$ cat config.mk
export PLATFORM = sky130hd
export DESIGN_NAME = bus_arbiter
export DESIGN_NICKNAME = d
export VERILOG_FILES = /design/src/rtl/bus_pkg.sv /design/src/rtl/rr_arbiter2.sv /design/src/rtl/bus_arbiter.sv
export SDC_FILE = /design/constraint.sdc
export NUM_CORES = 1
export LEC_CHECK = 0
export CAP_MARGIN = 20
export CORE_MARGIN = 5
export CORE_UTILIZATION = 40
export DETAILED_ROUTE_END_ITERATION = 6
export SETUP_SLACK_MARGIN = 0.15
export SLEW_MARGIN = 20
export SYNTH_ARGS = -nofsm -noshare
export SYNTH_HDL_FRONTEND = slang
export SYNTH_SLANG_ARGS = --single-unit
$ cat constraint.sdc
create_clock -name clk -period 3.9 [get_ports clk]
set_input_delay 0.78 -clock clk [delete_from_list [all_inputs] [get_ports clk]]
set_output_delay 0.78 -clock clk [all_outputs]
set_load 0.01 [all_outputs]
$ cat src/rtl/bus_pkg.sv
// Shared definitions for the two-master bus arbiter: FSM encoding, owner IDs,
// slave-select decode and parameter defaults.
package bus_pkg;

    typedef enum logic [1:0] {
        ST_IDLE    = 2'd0,
        ST_ADDR    = 2'd1,
        ST_CONNECT = 2'd2,
        ST_RELEASE = 2'd3
    } state_t;

    localparam int TIMEOUT_DEFAULT       = 16;
    localparam int ADDR_SEL_BITS_DEFAULT = 2;

    localparam logic OWNER_M1 = 1'b0;
    localparam logic OWNER_M2 = 1'b1;

    localparam logic [1:0] ADDR_INVALID = 2'd3;
    localparam logic [2:0] SEL_NONE     = 3'b000;

    function automatic logic [2:0] decode_slave(input logic [1:0] addr);
        case (addr)
            2'd0:    decode_slave = 3'b001;
            2'd1:    decode_slave = 3'b010;
            2'd2:    decode_slave = 3'b100;
            default: decode_slave = SEL_NONE;
        endcase
    endfunction

endpackage

$ cat src/rtl/rr_arbiter2.sv
// Two-requester round-robin pick: on a tie the master that did not own the
// previous transaction wins.
module rr_arbiter2
    import bus_pkg::*;
(
    input  logic i_req1,
    input  logic i_req2,
    input  logic i_last_owner,
    output logic o_sel
);

    always_comb begin
        o_sel = OWNER_M1;
        if (i_req1 && i_req2) begin
            o_sel = ~i_last_owner;
        end else if (i_req2) begin
            o_sel = OWNER_M2;
        end
    end

endmodule

$ cat src/rtl/bus_arbiter.sv
// Two-master bus arbiter: round-robin grant, serial 2-bit slave address
// capture, per-slave ready timeout and one-cycle release gap.
module bus_arbiter
    import bus_pkg::*;
#(
    parameter int TIMEOUT       = TIMEOUT_DEFAULT,
    parameter int ADDR_SEL_BITS = ADDR_SEL_BITS_DEFAULT
) (
    input  logic       clk,
    input  logic       reset,
    input  logic       m1_req,
    input  logic       m2_req,
    input  logic       m1_valid,
    input  logic       m2_valid,
    input  logic       m1_tx_address,
    input  logic       m2_tx_address,
    input  logic       m1_done,
    input  logic       m2_done,
    input  logic [2:0] slave_ready,
    output logic       m1_grant,
    output logic       m2_grant,
    output logic [2:0] slave_sel,
    output logic       bus_owner,
    output logic       bus_error
);

    state_t                   r_state;
    logic                     r_m1_grant;
    logic                     r_m2_grant;
    logic [2:0]               r_slave_sel;
    logic                     r_bus_owner;
    logic                     r_bus_error;
    logic                     r_last_owner;
    logic [ADDR_SEL_BITS-2:0] r_shift;
    logic [1:0]               r_bit_cnt;
    logic [4:0]               r_wait_cnt;

    state_t                   w_state_nxt;
    logic                     w_m1_grant_nxt;
    logic                     w_m2_grant_nxt;
    logic [2:0]               w_slave_sel_nxt;
    logic                     w_bus_owner_nxt;
    logic                     w_bus_error_nxt;
    logic                     w_last_owner_nxt;
    logic [ADDR_SEL_BITS-2:0] w_shift_nxt;
    logic [1:0]               w_bit_cnt_nxt;
    logic [4:0]               w_wait_cnt_nxt;
    logic                     w_release;

    logic                     w_rr_sel;
    logic                     w_own_req;
    logic                     w_own_valid;
    logic                     w_own_addr;
    logic                     w_own_done;
    logic                     w_own_ready;
    logic [ADDR_SEL_BITS-1:0] w_addr_full;

    rr_arbiter2 u_rr (
        .i_req1       (m1_req),
        .i_req2       (m2_req),
        .i_last_owner (r_last_owner),
        .o_sel        (w_rr_sel)
    );

    // Only the current owner's handshake is looked at; the other master is ignored.
    assign w_own_req   = r_bus_owner ? m2_req        : m1_req;
    assign w_own_valid = r_bus_owner ? m2_valid      : m1_valid;
    assign w_own_addr  = r_bus_owner ? m2_tx_address : m1_tx_address;
    assign w_own_done  = r_bus_owner ? m2_done       : m1_done;
    assign w_own_ready = |(slave_ready & r_slave_sel);
    assign w_addr_full = {r_shift, w_own_addr};

    always_comb begin
        w_state_nxt      = r_state;
        w_m1_grant_nxt   = r_m1_grant;
        w_m2_grant_nxt   = r_m2_grant;
        w_slave_sel_nxt  = r_slave_sel;
        w_bus_owner_nxt  = r_bus_owner;
        w_bus_error_nxt  = 1'b0;
        w_last_owner_nxt = r_last_owner;
        w_shift_nxt      = r_shift;
        w_bit_cnt_nxt    = r_bit_cnt;
        w_wait_cnt_nxt   = r_wait_cnt;
        w_release        = 1'b0;

        case (r_state)
            ST_IDLE: begin
                if (m1_req || m2_req) begin
                    w_state_nxt     = ST_ADDR;
                    w_bus_owner_nxt = w_rr_sel;
                    w_m1_grant_nxt  = (w_rr_sel == OWNER_M1);
                    w_m2_grant_nxt  = (w_rr_sel == OWNER_M2);
                    w_shift_nxt     = '0;
                    w_bit_cnt_nxt   = '0;
                    w_wait_cnt_nxt  = '0;
                end
            end
            ST_ADDR: begin
                if (!w_own_req) begin
                    w_release = 1'b1;
                end else if (w_own_valid) begin
                    w_shift_nxt = w_addr_full[ADDR_SEL_BITS-2:0];
                    if (r_bit_cnt == 2'(ADDR_SEL_BITS - 1)) begin
                        if (w_addr_full == ADDR_INVALID) begin
                            w_bus_error_nxt = 1'b1;
                            w_release       = 1'b1;
                        end else begin
                            w_slave_sel_nxt = decode_slave(w_addr_full);
                            w_wait_cnt_nxt  = '0;
                            w_state_nxt     = ST_CONNECT;
                        end
                    end else begin
                        w_bit_cnt_nxt = r_bit_cnt + 2'd1;
                    end
                end
            end
            ST_CONNECT: begin
                // Abort and done both beat the timeout, so neither raises an error.
                if (!w_own_req || w_own_done) begin
                    w_release = 1'b1;
                end else if (w_own_ready) begin
                    w_wait_cnt_nxt = '0;
                end else if (r_wait_cnt == 5'(TIMEOUT - 1)) begin
                    w_bus_error_nxt = 1'b1;
                    w_release       = 1'b1;
                end else begin
                    w_wait_cnt_nxt = r_wait_cnt + 5'd1;
                end
            end
            default: begin
                w_state_nxt = ST_IDLE;
            end
        endcase

        if (w_release) begin
            w_state_nxt      = ST_RELEASE;
            w_m1_grant_nxt   = 1'b0;
            w_m2_grant_nxt   = 1'b0;
            w_slave_sel_nxt  = SEL_NONE;
            w_last_owner_nxt = r_bus_owner;
        end
    end

    // r_last_owner resets to master 2 so that master 1 wins the first tie.
    always_ff @(posedge clk) begin
        if (!reset) begin
            r_state      <= ST_IDLE;
            r_m1_grant   <= 1'b0;
            r_m2_grant   <= 1'b0;
            r_slave_sel  <= SEL_NONE;
            r_bus_owner  <= OWNER_M1;
            r_bus_error  <= 1'b0;
            r_last_owner <= OWNER_M2;
            r_shift      <= '0;
            r_bit_cnt    <= '0;
            r_wait_cnt   <= '0;
        end else begin
            r_state      <= w_state_nxt;
            r_m1_grant   <= w_m1_grant_nxt;
            r_m2_grant   <= w_m2_grant_nxt;
            r_slave_sel  <= w_slave_sel_nxt;
            r_bus_owner  <= w_bus_owner_nxt;
            r_bus_error  <= w_bus_error_nxt;
            r_last_owner <= w_last_owner_nxt;
            r_shift      <= w_shift_nxt;
            r_bit_cnt    <= w_bit_cnt_nxt;
            r_wait_cnt   <= w_wait_cnt_nxt;
        end
    end

    assign m1_grant  = r_m1_grant;
    assign m2_grant  = r_m2_grant;
    assign slave_sel = r_slave_sel;
    assign bus_owner = r_bus_owner;
    assign bus_error = r_bus_error;

endmodule

# Yosys cells after proc, flatten, opt, wreduce, memory -nomap -nowiden
# Index checks and enable logic that the tools add are counted.
[word_totals] regBits=18 word_cells=97
[op_classes] add_sub_neg=2 n_eq_ne=21 mux=43 bitwise_logic=5 reduce_logical=16
[op_table] op="$mux W5" count=8
[op_table] op="$mux W2" count=10
[op_table] op="$mux W1" count=18
[op_table] op="$ne A3 B3 Y1 const B" count=6
[op_table] op="$ne A2 B2 Y1 const B" count=8
[op_table] op="$pmux W5 S3" count=1
[op_table] op="$reduce_and A5 Y1" count=2
[op_table] op="$pmux W3 S3" count=1
[op_table] op="$reduce_and A8 Y1" count=1
[op_table] op="$eq A2 B1 Y1 const B" count=3
[op_table] op="$eq A2 B2 Y1 const B" count=3
[op_table] op="$pmux W1 S2" count=3
[op_table] op="$pmux W2 S3" count=1
[op_table] op="$reduce_and A6 Y1" count=1
[op_table] op="$add A5 B1 Y5 const B" count=1
[op_table] op="$eq A5 B4 Y1 const B" count=1
[op_table] op="$logic_not A2 Y1" count=2
[op_table] op="$not A1 Y1" count=4
[op_table] op="$pmux W2 S2" count=1
[op_table] op="$reduce_and A4 Y1" count=1
[op_table] op="$and A3 B3 Y3" count=1
[op_table] op="$reduce_bool A3 Y1" count=1
[op_table] op="$reduce_or A3 Y1" count=1
[op_table] op="$add A2 B1 Y2 const B" count=1
[op_table] op="6 further kinds" count=7

# Depth between registers and ports, before layout
[logic_depth] word_depth=9 depth_mapped=7 ltp_nobuf=7

# Hierarchy
# A second synthesis with hierarchy kept.
[hier_totals] hier_cells=128 hier_area_um2=1052.3
[by_module_without_submodules] module="bus_arbiter" n_inst=1 cells_per_inst=127 area_per_inst_um2=1041.0 seq_area_each_um2=360.3
[by_module_without_submodules] module="rr_arbiter2" n_inst=1 cells_per_inst=1 area_per_inst_um2=11.3 seq_area_each_um2=0.0

# Worst setup path before layout
# OpenSTA, ideal clock, no wires.
[synth_path] path_type="input to register" from="in m1_done" to="reg r_wait_cnt[0]" setup_time_ns=0.070 arrival_time_ns=2.194 t_required_ns=3.830 path_slack_ns=1.635 stages=5 cell_sequence="or3b_1 -> a22o_1 -> a21o_1 -> or4_1 -> a21oi_1"
[synth_via] elab_chain_len=4
[synth_lines] element="start, declared" line_no="bus_arbiter.sv:17" text="input logic m1_done,"
[synth_lines] element="$mux W1" line_no="bus_arbiter.sv:69" text="assign w_own_done = r_bus_owner ? m2_done : m1_done;"
[synth_lines] element="$logic_or A1 B1 Y1" line_no="bus_arbiter.sv:119" text="if (!w_own_req || w_own_done) begin"
[synth_lines] element="$ne A2 B2 Y1 (no line)"
[synth_lines] element="$reduce_and A8 Y1 (no line)"
[synth_lines] element="end signal, assigned" line_no="bus_arbiter.sv:167" text="r_wait_cnt <= w_wait_cnt_nxt;"
[synth_lines] element="end, declared" line_no="bus_arbiter.sv:36" text="logic [4:0] r_wait_cnt;"
# Every way passes these cells.
# A chain may end at the register's enable or synchronous reset.

# Final worst setup path
[layout_path] from="in m1_req" to="reg r_wait_cnt[4]"
[layout_via] elab_chain_len=5
[layout_lines] element="start, declared" line_no="bus_arbiter.sv:11" text="input logic m1_req,"
[layout_lines] element="$mux W1" line_no="bus_arbiter.sv:66" text="assign w_own_req = r_bus_owner ? m2_req : m1_req;"
[layout_lines] element="$logic_not A1 Y1" line_no="bus_arbiter.sv:119"
[layout_lines] element="$logic_or A1 B1 Y1" line_no="bus_arbiter.sv:119"
[layout_lines] element="$ne A2 B2 Y1 (no line)"
[layout_lines] element="$reduce_and A8 Y1 (no line) (*)"
# Every way passes the cells marked *; elsewhere a longest branch is shown, timed or not.

==> results.json <==
{
  "status": "finished, final reports clean",
  "grt_overflow_total": 0,
  "arrival_ns": 2.92,
  "route.detailed.drc": 0,
  "postSynthCellCount": 125,
  "required_ns": 4.13,
  "hold_buffers": 0,
  "worst_setup_path_end_kind": "flip-flop",
  "chipWidth_um": 60.9,
  "vdd_ir_drop_max_uv": 354,
  "crit_path_top_delay_cell": "clkdlybuf4s50_1",
  "finClkSkew_ns": 0.00286,
  "yosysWarnings": 0,
  "nets": 166,
  "clock_latency_ns": 0.30,
  "p_leak_nw": 0.497,
  "min_period_over_period_pct": 69.0,
  "ff_latch_area_sq_um": 360,
  "rsz0062_at_grt": "no",
  "io_buffers": 19,
  "finalWorstSetupSlack_ns": 1.21,
  "cts_tree": "yes",
  "via_per_inst": 5.58,
  "ff2ff_setup_slack_ns": 1.55,
  "worst_pin_slew_ns": 0.600,
  "fmax_mhz": 372,
  "dr.pass1.iters": 4,
  "grt_use_total_pct": 14.6,
  "min_period_ns": 2.69,
  "tns_ns": 0,
  "num_vias": 977,
  "synth_top_cell_by_area": "dfxtp_1",
  "hold_start": "r_wait_cnt[3]",
  "postCtsSetupBuffers": 0,
  "worstRegToRegCells": 7,
  "clockBufferDepth": 2,
  "max_cap_viol_count": 0,
  "drt_iter0_drc": 16,
  "fin_area_sq_um": 1280,
  "syn-num-nets": 145,
  "design_power_total_mw": 0.691,
  "finalWirelength_mm": 2.37,
  "cts_resized": 0,
  "cp_max_fo": 7,
  "ys_seq_area_share_pct": 34.8,
  "fill_cells": 248,
  "dp_slack_ns": 0.928,
  "start_kind": "primary input",
  "setup_viol": 0,
  "clkSinkCount": 18,
  "rows": 18,
  "netlist.area_leader.share_pct": 34.8,
  "grt_first_pass_wirelength_mm": 4.11,
  "synth_cell_type_count": 35,
  "syn2layout_area_growth_pct": 23.7,
  "initial_utilization_pct": 41.8,
  "num_io_pins": 20,
  "cp_cell_sequence": "clkdlybuf4s50_1 -> or3b_1 -> a22o_1 -> a21o_1 -> or4_1 -> a21oi_1",
  "crit_family": "simple AND/OR/NAND/NOR gates",
  "hold_class": "flip-flop to flip-flop",
  "relSlewSlack_pct": 60.0,
  "placed_cell_area_sq_um": 1240,
  "core_sq_um": 2480,
  "whs_path_depth": 1,
  "antenna_cells": 0,
  "syn_area_sq_um": 1030,
  "grt_max_degree": 11,
  "holdPathEnd": "r_wait_cnt[3]",
  "final_hold_viol_count": 0,
  "h-tree-depth": 1,
  "crit_type": "primary input to flip-flop",
  "grt_pass1_vias": 980,
  "ys_ff_latch": 18,
  "timing.rr.end": "r_wait_cnt[4]",
  "power_density_nw_per_um2": 540,
  "synthTopCellsByArea": "dfxtp_1, ha_1, a21oi_1",
  "cts-root-buf": "clkbuf_4",
  "multi_input_area_sq_um": 629,
  "drive_above_1_share_pct": 4.14,
  "gp_congestion": 0.810,
  "syn_avg_cell_area_sq_um": 8.28,
  "ant_nets": 0,
  "hpwlAfterDp_mm": 1.90,
  "slew_viol_final": 0,
  "path_buf_inv": 1,
  "cts_buffers": 3,
  "r2r-start": "r_state[0]",
  "path_clk_slew_ns": 0.11,
  "cp_slowest_stage_delay_ns": 0.59,
  "dieArea_sq_um": 3700,
  "antenna_found_initial": 0,
  "post_drt_wl_per_cell_um": 13.5,
  "whs_ns": 0.470,
  "die_h_um": 60.9
}
-- where the power goes --
| part | internal [mW] | switching, mW | total (mW) |
|---|---|---|---|
| clock | 0.0569 | 0.0611 | 0.118 |
| combinational | 0.146 | 0.185 | 0.331 |
| sequential | 0.214 | 0.0285 | 0.242 |
-- worst max-delay path by stage --
stage / from / endpoint / slack (ns) / depth (start not counted)
after floorplan: m1_done / r_wait_cnt[0] / 1.64 / 5
after global placement: m1_req / r_wait_cnt[0] / 0.98 / 6
after detailed placement: m1_req / r_wait_cnt[4] / 0.93 / 6
after CTS: m1_req / r_wait_cnt[4] / 1.24 / 6
after global routing: m1_req / r_wait_cnt[0] / 1.03 / 6
final: m1_req / r_wait_cnt[4] / 1.21 / 6
-- worst register-to-register path, cell delays in order, from the launching register on --
cell and delay, ns:
dfxtp_1 0.39, inv_1 0.08, ha_1 0.29, nor3b_1 0.17, a31oi_1 0.41, nand2b_1 0.24
or4_1 0.56, a21oi_1 0.15
-- synthesized netlist by cell type, drive strengths merged --
library cell and number:
dfxtp 18, nand2 12, a21oi 11, nor2 11, ha 7, inv 7, and2 5, nor3 5
mux2i 4, nand3 4, o21ai 4, nand3b 3, a21o 2, a22oi 2, a31oi 2, and3 2
clkbuf 2, mux2 2, nor2b 2, nor3b 2, o21a 2, o22ai 2, or4 2, a222oi 1
a22o 1, a32oi 1, a41o 1, buf 1, nand2b 1, nand4 1, nand4b 1, o2bb2ai 1
o311ai 1, o41ai 1, or3b 1
-- placed cells by master, fill, tap and decap left out, drive strengths merged, types with 2 or more instances in the layout --
master,instances
nor2,11
a21oi,11
o21a,2
a31oi,2
dfxtp,18
inv,7
nor3,5
o22ai,2
a21o,2
a22oi,2
nand3b,3
clkbuf,4
mux2i,4
mux2,2
ha,7
nand2,12
nor2b,2
o21ai,4
nor3b,2
nand3,4
clkdlybuf4s50,19
and3,2
and2,5
or4,2
-- sequential cells by signal, summed over array words and instances, names as in the netlist --
| name | count |
|---|---|
| r_wait_cnt | 5 |
| slave_sel | 3 |
| bus_error | 1 |
| r_state | 2 |
| m2_grant | 1 |
| r_bit_cnt | 2 |
| m1_grant | 1 |
| r_shift | 1 |
| bus_owner | 1 |
| r_last_owner | 1 |
-- cell families after synthesis --
kind of cell | count (synthesis) | share of synthesized area (%)
simple gates | 52 | 26.1
compound gates | 32 | 20.2
flops | 18 | 34.8
buf+inv | 10 | 4.35
fa+ha+maj | 7 | 8.46
mux | 6 | 6.05
-- through the flow --
step | std cells | utilization (%)
after floorplan | 125 | -
after detailed placement | 171 | 50.2
after CTS | 175 | 51.7
after global routing | 175 | 51.7
final | 175 | 51.7
after global placement | 171 | 50.2
-- final cells by class --
class                      instances  area share (%)
timing repair buffer              19            14.9
inverter                           7            2.05
sequential                        18            28.2
multi-input combinational         97            49.2
clock buffer                       4            2.83
tap                               30            2.93
-- layer usage --
| metal | part of all wire [%] | track usage [%] |
|---|---|---|
| met4 | 1.6 | 5.57 |
| met2 | 45 | 24.4 |
| met5 | 0 | 0 |
| met1 | 49 | 18.3 |
| met3 | 4.6 | 3.19 |
Power figures use the tool's default switching activity.
